### src/rtl/program_loader.sv
// program_loader
//   Boot-time loader sitting in front of the 16-bit CPU. It takes a framed byte
//   stream from the host link, writes 16-bit instruction words into the
//   instruction memory write port and keeps the CPU in reset until a complete
//   frame with a matching XOR checksum has been stored.
//   Frame: 0xA5 | LEN_LO | LEN_HI | {W_LO, W_HI} x LEN | XOR of all bytes after 0xA5
//
// Ports
//   clk        : system clock, rising edge
//   rst        : asynchronous reset, active low
//   start      : one-cycle pulse, arms the loader from IDLE/DONE/ERROR
//   byte_valid : byte_data holds a stream byte
//   byte_data  : stream byte
//   byte_ready : loader accepts a byte this cycle (registered state decode)
//   imem_we    : one-cycle instruction memory write strobe
//   imem_addr  : write address (BASE_ADDR + word index, wraps)
//   imem_wdata : instruction word {hi, lo}
//   cpu_rst    : active-high CPU reset, released only after a verified frame
//   done       : frame stored and checksum matched
//   error      : frame aborted (length too large, bad checksum, timeout)
//   word_count : words written in the current/last frame
//
// state   | meaning
// --------+-------------------------------------------------------------
// IDLE    | after reset, waiting for start, stream not accepted
// SYNC    | hunting for 0xA5, other bytes dropped, no timeout
// LEN_LO  | waiting for low length byte
// LEN_HI  | waiting for high length byte, length range check
// DATA_LO | waiting for low byte of next word
// DATA_HI | waiting for high byte, word written the following cycle
// CHECK   | waiting for checksum byte
// DONE    | frame verified, CPU released
// ERROR   | frame aborted, CPU held in reset
module program_loader #(
  parameter int                ADDR_W      = 16,
  parameter int                MAX_WORDS   = 4096,
  parameter logic [ADDR_W-1:0] BASE_ADDR   = '0,
  parameter int                TIMEOUT_CYC = 50000
) (
  input  logic              clk,
  input  logic              rst,
  input  logic              start,
  input  logic              byte_valid,
  input  logic [7:0]        byte_data,
  output logic              byte_ready,
  output logic              imem_we,
  output logic [ADDR_W-1:0] imem_addr,
  output logic [15:0]       imem_wdata,
  output logic              cpu_rst,
  output logic              done,
  output logic              error,
  output logic [ADDR_W-1:0] word_count
);

  localparam int               TMR_W    = $clog2(TIMEOUT_CYC + 1);
  localparam logic [TMR_W-1:0] TMR_LAST = TMR_W'(TIMEOUT_CYC - 1);
  localparam logic [16:0]      MAX_LEN  = 17'(MAX_WORDS);

  typedef enum logic [3:0] {
    S_IDLE, S_SYNC, S_LEN_LO, S_LEN_HI, S_DATA_LO, S_DATA_HI, S_CHECK, S_DONE, S_ERROR
  } state_t;

  state_t            state_q, state_d;
  logic              byte_ready_q, byte_ready_d;
  logic              imem_we_q, imem_we_d;
  logic [ADDR_W-1:0] imem_addr_q, imem_addr_d;
  logic [15:0]       imem_wdata_q, imem_wdata_d;
  logic              cpu_rst_q, cpu_rst_d;
  logic              done_q, done_d;
  logic              error_q, error_d;
  logic [ADDR_W-1:0] word_count_q, word_count_d;
  logic [7:0]        checksum_q, checksum_d;
  logic [TMR_W-1:0]  timer_q, timer_d;
  logic [7:0]        len_lo_q, len_lo_d;
  logic [7:0]        data_lo_q, data_lo_d;
  logic [15:0]       words_left_q, words_left_d;

  logic        xfer;
  logic        timed;
  logic [15:0] len_rx;

  always_comb begin
    state_d      = state_q;
    imem_we_d    = 1'b0;
    imem_addr_d  = imem_addr_q;
    imem_wdata_d = imem_wdata_q;
    word_count_d = word_count_q;
    checksum_d   = checksum_q;
    len_lo_d     = len_lo_q;
    data_lo_d    = data_lo_q;
    words_left_d = words_left_q;
    cpu_rst_d    = cpu_rst_q;

    xfer   = byte_valid && byte_ready_q;
    len_rx = {byte_data, len_lo_q};
    timed  = state_q inside {S_LEN_LO, S_LEN_HI, S_DATA_LO, S_DATA_HI, S_CHECK};

    // Idle-cycle counter: restarts on every handshake, parked outside a frame.
    timer_d = '0;
    if (timed && !xfer) timer_d = timer_q + TMR_W'(1);

    case (state_q)
      S_IDLE, S_DONE, S_ERROR: begin
        if (start) state_d = S_SYNC;
      end
      S_SYNC: begin
        if (xfer && byte_data == 8'hA5) begin
          state_d      = S_LEN_LO;
          checksum_d   = 8'h00;
          word_count_d = '0;
        end
      end
      S_LEN_LO: begin
        if (xfer) begin
          len_lo_d   = byte_data;
          checksum_d = checksum_q ^ byte_data;
          state_d    = S_LEN_HI;
        end
      end
      S_LEN_HI: begin
        if (xfer) begin
          checksum_d   = checksum_q ^ byte_data;
          words_left_d = len_rx;
          if ({1'b0, len_rx} > MAX_LEN) state_d = S_ERROR;
          else if (len_rx == 16'h0)     state_d = S_CHECK;
          else                          state_d = S_DATA_LO;
        end
      end
      S_DATA_LO: begin
        if (xfer) begin
          data_lo_d  = byte_data;
          checksum_d = checksum_q ^ byte_data;
          state_d    = S_DATA_HI;
        end
      end
      S_DATA_HI: begin
        if (xfer) begin
          checksum_d   = checksum_q ^ byte_data;
          imem_we_d    = 1'b1;
          imem_wdata_d = {byte_data, data_lo_q};
          imem_addr_d  = BASE_ADDR + word_count_q;
          word_count_d = word_count_q + ADDR_W'(1);
          words_left_d = words_left_q - 16'd1;
          state_d      = (words_left_q == 16'd1) ? S_CHECK : S_DATA_LO;
        end
      end
      S_CHECK: begin
        if (xfer) state_d = (byte_data == checksum_q) ? S_DONE : S_ERROR;
      end
      default: state_d = S_IDLE;
    endcase

    // A handshake in the final allowed cycle still counts.
    if (timed && !xfer && timer_q == TMR_LAST) begin
      state_d = S_ERROR;
      timer_d = '0;
    end

    // Status flags are registered decodes of the next state, so the outputs
    // carry no combinational path from the stream inputs.
    byte_ready_d = state_d inside {S_SYNC, S_LEN_LO, S_LEN_HI, S_DATA_LO, S_DATA_HI, S_CHECK};
    done_d       = (state_d == S_DONE);
    error_d      = (state_d == S_ERROR);
    if (state_d == S_DONE && state_q != S_DONE) cpu_rst_d = 1'b0;
    if (state_d == S_SYNC && state_q != S_SYNC) cpu_rst_d = 1'b1;
  end

  always_ff @(posedge clk or negedge rst) begin
    if (!rst) begin
      state_q      <= S_IDLE;
      byte_ready_q <= 1'b0;
      imem_we_q    <= 1'b0;
      imem_addr_q  <= '0;
      imem_wdata_q <= '0;
      cpu_rst_q    <= 1'b1;
      done_q       <= 1'b0;
      error_q      <= 1'b0;
      word_count_q <= '0;
      checksum_q   <= '0;
      timer_q      <= '0;
      len_lo_q     <= '0;
      data_lo_q    <= '0;
      words_left_q <= '0;
    end else begin
      state_q      <= state_d;
      byte_ready_q <= byte_ready_d;
      imem_we_q    <= imem_we_d;
      imem_addr_q  <= imem_addr_d;
      imem_wdata_q <= imem_wdata_d;
      cpu_rst_q    <= cpu_rst_d;
      done_q       <= done_d;
      error_q      <= error_d;
      word_count_q <= word_count_d;
      checksum_q   <= checksum_d;
      timer_q      <= timer_d;
      len_lo_q     <= len_lo_d;
      data_lo_q    <= data_lo_d;
      words_left_q <= words_left_d;
    end
  end

  assign byte_ready = byte_ready_q;
  assign imem_we    = imem_we_q;
  assign imem_addr  = imem_addr_q;
  assign imem_wdata = imem_wdata_q;
  assign cpu_rst    = cpu_rst_q;
  assign done       = done_q;
  assign error      = error_q;
  assign word_count = word_count_q;

endmodule
### config.mk
export PLATFORM = sky130hd
export DESIGN_NAME = program_loader
export DESIGN_NICKNAME = d
export VERILOG_FILES = /design/src/rtl/program_loader.sv
export SDC_FILE = /design/constraint.sdc
export NUM_CORES = 1
export LEC_CHECK = 0
export CELL_PAD_IN_SITES_DETAIL_PLACEMENT = 1
export CELL_PAD_IN_SITES_GLOBAL_PLACEMENT = 2
export CORE_MARGIN = 3
export CORE_UTILIZATION = 37
export DETAILED_ROUTE_END_ITERATION = 12
export PLACE_DENSITY = 0.85
export RECOVER_POWER = 100
export SYNTH_ARGS = -nofsm -noshare
export SYNTH_HDL_FRONTEND = slang
export SYNTH_SLANG_ARGS = --single-unit
### constraint.sdc
create_clock -name clk -period 7.69 [get_ports clk]
set_clock_uncertainty 0.1 [all_clocks]
set_input_delay 1.538 -clock clk [delete_from_list [all_inputs] [get_ports clk]]
set_output_delay 1.538 -clock clk [all_outputs]
set_load 0.02 [all_outputs]
==> metrics.log, run 1 <==
[metrics] outcome: complete, but fails checks
[metrics] failing checks: max-capacitance violations, max-slew violations
[metrics] post-place setup slack: 3.11 ns
[metrics] critical path launch point type: input port
[metrics] post-route total power: 1.55 mW
[metrics] Critical Path Slowest Stage Cell: sky130_fd_sc_hd__clkbuf_1
[metrics] weighted congestion reported at the end of routability-driven placement: roughly 0.8
[metrics] vias post-DR: between 4000 and 5000
[metrics] clock latency on the worst-skew pair: ~0.42 ns
[metrics] count of pins over their slew limit: 116
[metrics] upper clock frequency limit: between 200 and 250 MHz
[metrics] stage delay of the slowest cell on the critical path: 2.14 ns
[metrics] final hold violation count: 0
[metrics] number of H-tree levels: 4
[metrics] required time worst endpoint: 7.85 ns
[metrics] number of top-level pins: 65
[metrics] final standard cell count with taps included and fillers excluded: about 840
[metrics] net count of the finished layout: between 600 and 700
[metrics] global-route wire length before repair: 24900 um
[metrics] # DRC: 0
[metrics] number of sinks on the clock net: 113
[metrics] share of synthesized area occupied by flip-flops and latches: 51.6%
[metrics] hold buffers post-CTS: 0
[metrics] share of final-layout standard cells stronger than drive strength 1: 9.06%
[metrics] die area: 16300 sq um
[metrics] TritonCTS Buffers: 17
[metrics] worst rel slew slack: -106%
[metrics] setup repair after global routing missed its margin: false
[metrics] I/O Buffers: 64
[metrics] setup TNS after final layout: 0 ns
[metrics] Synth area leader: sky130_fd_sc_hd__dfrtp_1
[metrics] family with the most delay on the worst path: buffers and inverters
[metrics] FF-to-FF setup slack: 4.30 ns
[metrics] area post-placement: 6260 sq um
[metrics] routed wirelength normalized by instance count: around 17 um
[metrics] maximum number of pins on one net before global-route repair: 59
[metrics] WP buf/inv: 2
[metrics] 1st-iter DRT viols: 333
[metrics] number of resized instances in the post-cts repair step: 0
[metrics] Vias/cell: 5.49
[metrics] unique cell type count in the Yosys netlist: 57
[metrics] CP Cell Sequence: clkbuf_1 > clkbuf_2
[metrics] power per cell area: 225 nW/um^2
[metrics] final period utilization: 64.7%
[metrics] antenna-violating nets left: 0
[metrics] post-route cell area: 6860 sq um
[metrics] ranking of synthesized cells by area: sky130_fd_sc_hd__dfrtp_1 51%, sky130_fd_sc_hd__nand2_1 9.3%, sky130_fd_sc_hd__o21ai_0 4.6%
[metrics] path category of the worst min-delay check: reg2reg
[metrics] number of antenna violations at the first check in global routing: 0
[metrics] highest ir drop seen on vdd: between 100 and 150 uV
[metrics] Clock Path Buffers: 2
[metrics] final setup violation count: 0
[metrics] number of register bits inferred by synthesis: 113
[metrics] CTS Root Cell: sky130_fd_sc_hd__clkbuf_16
[metrics] final wirelength: 14700 um
[metrics] fraction of the core area covered by cells at the end of the flow: about half
[metrics] floorplan core area: 14200 sq um
[metrics] Layout Area Growth over Synthesis: 25.1%
[metrics] mean cell area of the mapped netlist: 9.19 sq um
[metrics] antenna diode count: 0
[metrics] Static Leak: 3.22 nW
[metrics] Die X: 128 um
[metrics] max-cap check violation count: 2
[metrics] CP Capture Type: async pin
[metrics] Net Count, Synth: slightly above 600
[metrics] gate count of the mapped netlist: 597
[metrics] classification of the worst setup path: in2async
[metrics] data arrival time of the critical path: 5.13 ns
[metrics] Main synth FF type: sky130_fd_sc_hd__dfrtp_1
[metrics] post-synthesis instance area: 5480 sq um
[metrics] number of warnings reported in the yosys synthesis log: 0
[metrics] minimum clock period after layout: approximately 5 ns
[metrics] Die Ht: about 130 um
[metrics] crit-path max FO: 58
[metrics] number of placement rows: 43
[metrics] post-synth top area share: 51.1%
[metrics] asr flop ratio synth: 100%
[metrics] overall fraction of global-route tracks in use: a little under a fifth
[metrics] register clock-pin slew on the reported worst setup and hold paths: 0.05 ns
[metrics] Hold Worst Slack: 0.363 ns
[metrics] transition time at the pin with the least slew margin: 3.09 ns
[metrics] number of synthesized flops with an enable pin: 0
[metrics] drt first pass iters: 4
[metrics] TritonCTS clock tree: done
[metrics] sum of net half-perimeters after detailed placement: 9800 um
[metrics] final worst-path setup slack: 2.72 ns
[metrics] Fillers: 1604
[metrics] total global routing overflow: 0
[metrics] effective utilization at floorplan: between 30% and 40%
[metrics] number of buffers inserted by post-CTS setup repair: 0
[metrics] number of placed instances, taps included: about 810
[metrics] vias in the first global route: 4897
## path summary, 6_finish.rpt
| path | startpoint | end | cells after the start |
|---|---|---|---|
| worst min-delay path | timer_q[0] | timer_q[0] | 1 |
| worst min register to register | timer_q[0] | timer_q[0] | 1 |
| max in group clk | byte_valid | word_count[6] | 8 |
| min in group asynchronous | rst | imem_wdata[3] | 1 |
| worst max-delay path | rst | timer_q[13] | 2 |
| worst max register to register | state_q[2] | word_count[6] | 8 |
## sequential cells by signal, summed over array words and instances, names as in the netlist
signal and cells:
done 1, byte_ready 1, imem_wdata 16, cpu_rst 1, error 1, state_q 4, len_lo_q 8, imem_we 1
words_left_q 16, word_count 16, timer_q 16, imem_addr 16, checksum_q 8, data_lo_q 8
## layer usage
layer,track usage [%],vias to the layer above,part of all wire (%),wire length [um]
met5,0,-,0,0
met4,6.30,0,1.6,235
met3,4.71,21,3.6,534
met2,30.8,94,48,7040
met1,25.2,2340,47,6900
li1,-,2166,-,-
## cells by family (layout without fill, tap and decap cells)
logic type      count (synthesis)  after routing  share of synthesized area, %
buf+inv                        41            106                          2.94
flops                         113            113                          51.6
fa+ha+maj                       5              5                          1.10
compound gates                 99             99                          10.7
mux                            17             17                          3.47
simple gates                  290            290                          25.1
xor+xnor                       32             32                          5.11
## layout by cell type (no fill, tap or decap), types with 4 or more instances in the layout
| master | synthesis | layout |
|---|---|---|
| sky130_fd_sc_hd__nand2_1 | 136 | 136 |
| sky130_fd_sc_hd__mux2_2 | 16 | 16 |
| sky130_fd_sc_hd__nor3_1 | 10 | 10 |
| sky130_fd_sc_hd__xor2_1 | 16 | 16 |
| sky130_fd_sc_hd__xnor2_1 | 16 | 16 |
| sky130_fd_sc_hd__and3_1 | 8 | 8 |
| sky130_fd_sc_hd__dlygate4sd3_1 | 0 | 56 |
| sky130_fd_sc_hd__clkdlybuf4s50_1 | 0 | 7 |
| sky130_fd_sc_hd__clkbuf_16 | 0 | 17 |
| sky130_fd_sc_hd__or3_1 | 10 | 10 |
| sky130_fd_sc_hd__o21ai_0 | 50 | 50 |
| sky130_fd_sc_hd__nor4_1 | 12 | 11 |
| sky130_fd_sc_hd__clkinv_2 | 0 | 5 |
| sky130_fd_sc_hd__or4_1 | 4 | 5 |
| sky130_fd_sc_hd__bufinv_16 | 0 | 4 |
| sky130_fd_sc_hd__inv_1 | 6 | 6 |
| sky130_fd_sc_hd__a21oi_1 | 24 | 25 |
| sky130_fd_sc_hd__nor2_1 | 54 | 54 |
| sky130_fd_sc_hd__nand3_1 | 12 | 13 |
| sky130_fd_sc_hd__dfrtp_1 | 112 | 112 |
| sky130_fd_sc_hd__nand4_1 | 12 | 12 |
| sky130_fd_sc_hd__ha_1 | 4 | 4 |
| sky130_fd_sc_hd__o32ai_1 | 4 | 4 |
## where the power goes
group / leakage, nW / total [mW] / switching (mW) / internal, mW
sequential: 1.56 / 0.623 / 0.0171 / 0.606
clock: 0.305 / 0.831 / 0.277 / 0.554
combinational: 1.36 / 0.0911 / 0.0557 / 0.0355
## cells in the mapped netlist (12+ instances only)
master                     instances
sky130_fd_sc_hd__dfrtp_1         112
sky130_fd_sc_hd__o21ai_0          50
sky130_fd_sc_hd__nand2_1         136
sky130_fd_sc_hd__nand3_1          12
sky130_fd_sc_hd__nor4_1           12
sky130_fd_sc_hd__xor2_1           16
sky130_fd_sc_hd__nor2_1           54
sky130_fd_sc_hd__mux2_2           16
sky130_fd_sc_hd__a21oi_1          24
sky130_fd_sc_hd__clkbuf_1         29
sky130_fd_sc_hd__xnor2_1          16
sky130_fd_sc_hd__nand4_1          12
## layout make-up
class                   count  area (sq um)  area share [%]
flip-flops and latches    113          2830            41.3
multi-input cells         443          2500            36.4
repair buffers             68           662            9.65
clock buffers              20           457            6.66
well taps                 180           225            3.28
clock inverters            11           161            2.35
inverters                   7          26.3           0.383
Power figures use the tool's default switching activity.
==> inputs of run 2 (changes only) <==
- CORE_UTILIZATION: 37 -> 35
- PLACE_DENSITY: 0.85 -> 0.81
- clock period: 7.69 -> 4.7 ns (I/O delays scaled with it)
==> run 2 against run 1 <==
The flow still finishes with violations (max-capacitance violations, max-slew violations). Utilization decreased by 3.1 points. Die area increased by 5.4%. Critical path depth increased by 6. Clock power increased by 59%. Hold slack got worse by 0.14 ns. Sequential power increased by 64%. Sequential cell count unchanged. Setup slack got worse by 1.6 ns. First-iteration DRC count decreased by 11%. Global-route usage decreased by 1.1 points. Critical endpoint is now word_count[5]. Largest power group unchanged.
==> metrics.log, run 2 (same netlist as run 1, synthesis figures left out) <==
[metrics] outcome: complete, but fails checks
[metrics] failing checks: max-capacitance violations, max-slew violations
[metrics] final period utilization: 76.4%
[metrics] crit-path max FO: 24 (-59%)
[metrics] vias post-DR: 4625 (+0.087%)
[metrics] effective utilization at floorplan: 35.9% (-2.7 points)
[metrics] Clock Path Buffers: 2 (unchanged)
[metrics] number of antenna violations at the first check in global routing: 0 (unchanged)
[metrics] global-route wire length before repair: 25100 um (+0.86%)
[metrics] most frequent standard cell in the layout excluding fill and tap cells: sky130_fd_sc_hd__nand2_1
[metrics] CTS Root Cell: sky130_fd_sc_hd__clkbuf_16
[metrics] 1st-iter DRT viols: 297 (-11%)
[metrics] upper clock frequency limit: 279 MHz
[metrics] Fillers: 1739 (+8.4%)
[metrics] share of final-layout standard cells stronger than drive strength 1: 9.30% (+0.23 points)
[metrics] critical path launch point type: input port
[metrics] final wirelength: 14900 um (+1.1%)
[metrics] power per cell area: 360 nW/um^2 (+60%)
[metrics] post-route cell area: 6890 sq um (+0.47%)
[metrics] total global routing overflow: 0 (unchanged)
[metrics] drt first pass iters: 4 (unchanged)
[metrics] register clock-pin slew on the reported worst setup and hold paths: 0.06 ns (about the same)
[metrics] vias in the first global route: 4803 (-1.9%)
[metrics] floorplan core area: 15300 sq um (+7.4%)
[metrics] Layout Area Growth over Synthesis: 25.6%
[metrics] routed wirelength normalized by instance count: 16.9 um (-3.1%)
[metrics] antenna diode count: 0 (unchanged)
[metrics] part of the total power dissipated in sequential elements: 41.0% (+0.7 points)
[metrics] highest ir drop seen on vdd: 273 uV (+100%)
[metrics] Reg-to-Reg Start: state_q[2]
[metrics] I/O Buffers: 64 (unchanged)
[metrics] clock latency on the worst-skew pair: 0.42 ns (about the same)
[metrics] maximum number of pins on one net before global-route repair: 111 (+88%)
[metrics] number of buffers inserted by post-CTS setup repair: 0 (unchanged)
[metrics] Die Ht: 131 um (+2.7%)
[metrics] final hold violation count: 0 (unchanged)
[metrics] FF-to-FF path depth: 8 (unchanged)
[metrics] FF-to-FF setup slack: 1.40 ns (-2.90 ns)
[metrics] number of placement rows: 45 (+4.7%)
[metrics] minimum clock period after layout: 3.59 ns
[metrics] stage delay of the slowest cell on the critical path: 0.86 ns (-1.28 ns)
[metrics] classification of the worst setup path: in2reg
[metrics] Clock power frac: 53.0% (-0.8 points)
[metrics] overall fraction of global-route tracks in use: 18.0% (-1.1 points)
[metrics] Vias/cell: 5.27 (-4.0%)
[metrics] worst rel slew slack: -84.9% (+21 points)
[metrics] count of pins over their slew limit: 111 (-4.3%)
[metrics] number of sinks on the clock net: 113 (unchanged)
[metrics] max-cap check violation count: 1 (-1)
[metrics] transition time at the pin with the least slew margin: 2.77 ns (-0.315 ns)
[metrics] number of top-level pins: 65 (unchanged)
[metrics] antenna-violating nets left: 0 (unchanged)
[metrics] internal power consumption: 1.89 mW (+58%)
[metrics] CP Capture Type: flop
[metrics] weighted congestion reported at the end of routability-driven placement: 0.794 (-0.45%)
[metrics] Critical Path Slowest Stage Cell: sky130_fd_sc_hd__clkbuf_1
[metrics] sum of net half-perimeters after detailed placement: 9890 um (+1.0%)
[metrics] hold buffers post-CTS: 0 (unchanged)
[metrics] part of the power in combinational logic: 5.9% (about the same)
[metrics] CP startpoint: byte_valid
[metrics] net switching share of the total power: 23.8% (+1.1 points)
[metrics] # DRC: 0 (unchanged)
[metrics] die area: 17200 sq um (+5.4%)
[metrics] commonest cells after routing, fill and taps aside: 136 x sky130_fd_sc_hd__nand2_1, 112 x sky130_fd_sc_hd__dfrtp_1, 55 x sky130_fd_sc_hd__dlygate4sd3_1, 54 x sky130_fd_sc_hd__nor2_1, 50 x sky130_fd_sc_hd__o21ai_0
[metrics] required time worst endpoint: 4.90 ns (-2.95 ns)
[metrics] path category of the worst min-delay check: in2async
[metrics] final setup violation count: 0 (unchanged)
[metrics] setup repair after global routing missed its margin: false
[metrics] Static Leak: 3.21 nW (-0.27%)
[metrics] TritonCTS clock tree: done
[metrics] dominant cell type by count on the critical path: sky130_fd_sc_hd__nor2_1
[metrics] number of H-tree levels: 4 (unchanged)
[metrics] data arrival time of the critical path: 3.79 ns (-1.34 ns)
[metrics] Die X: 131 um (+2.7%)
[metrics] net switching power: 0.590 mW (+69%)
[metrics] area post-placement: 6340 sq um (+1.3%)
[metrics] TritonCTS Buffers: 17 (unchanged)
[metrics] CP Cell Sequence: dlygate4sd3_1 > and2_0 > nand2_1 > clkbuf_1 > nor2_1 > nand3_1 > xor2_1 > nor2_1
[metrics] number of resized instances in the post-cts repair step: 0 (unchanged)
[metrics] setup TNS after final layout: 0 ns (unchanged)
[metrics] end of the worst register-to-register path: word_count[5]
[metrics] net count of the finished layout: 670 (+0.60%)
-- run 2: worst max-delay path by stage --
stage and end:
5_1_grt timer_q[12], 6_report word_count[5], 3_3_place_gp word_count[10], 2_1_floorplan word_count[12], 3_5_place_dp word_count[10], 4_1_cts word_count[10]
-- run 2: power by group through the flow --
stage | sequential [mW] | combinational [mW] | clock [mW]
after detailed placement | 1.04 | 0.155 | 0
after floorplan | 1.03 | 0.0872 | 0
after global placement | 1.03 | 0.152 | 0
final | 1.02 | 0.147 | 1.32
after global routing | 1.02 | 0.164 | 1.39
after CTS | 1.02 | 0.156 | 1.35
-- run 2: metrics by stage --
stage	setup slack [ns]	hold slack, ns	std cells	utilization (%)	power, mW
detailed placement	1.10	0.352	846	41.6	1.19
CTS	1.54	0.190	878	45.5	2.52
floorplan	1.77	0.324	597	-	1.11
finish	1.11	0.223	878	45.2	2.48
global placement	1.19	0.338	846	41.6	1.19
global route	0.795	0.210	878	45.2	2.58
-- run 2: layout make-up --
class                   count  area (sq um)  share of cell area [%]
inverters                   7          26.3                   0.381
well taps                 211           264                    3.83
clock buffers              19           443                    6.43
flip-flops and latches    113          2830                    41.1
clock inverters            13           161                    2.34
multi-input cells         443          2480                    36.0
repair buffers             72           684                    9.93
-- run 2: per-layer routing --
| metal | vias up | routed length, um | GRT usage (%) |
|---|---|---|---|
| li1 | 2178 | - | - |
| met1 | 2365 | 7190 | 23.9 |
| met2 | 69 | 7080 | 28.8 |
| met3 | 13 | 444 | 4.44 |
| met4 | 0 | 159 | 6.42 |
| met5 | - | 0 | 0 |
-- run 2: worst max-delay path, delay by kind of cell --
kind          cells  cell delay, ns
xor+xnor          1            0.15
simple gates      5            1.20
buf+inv           2            1.49
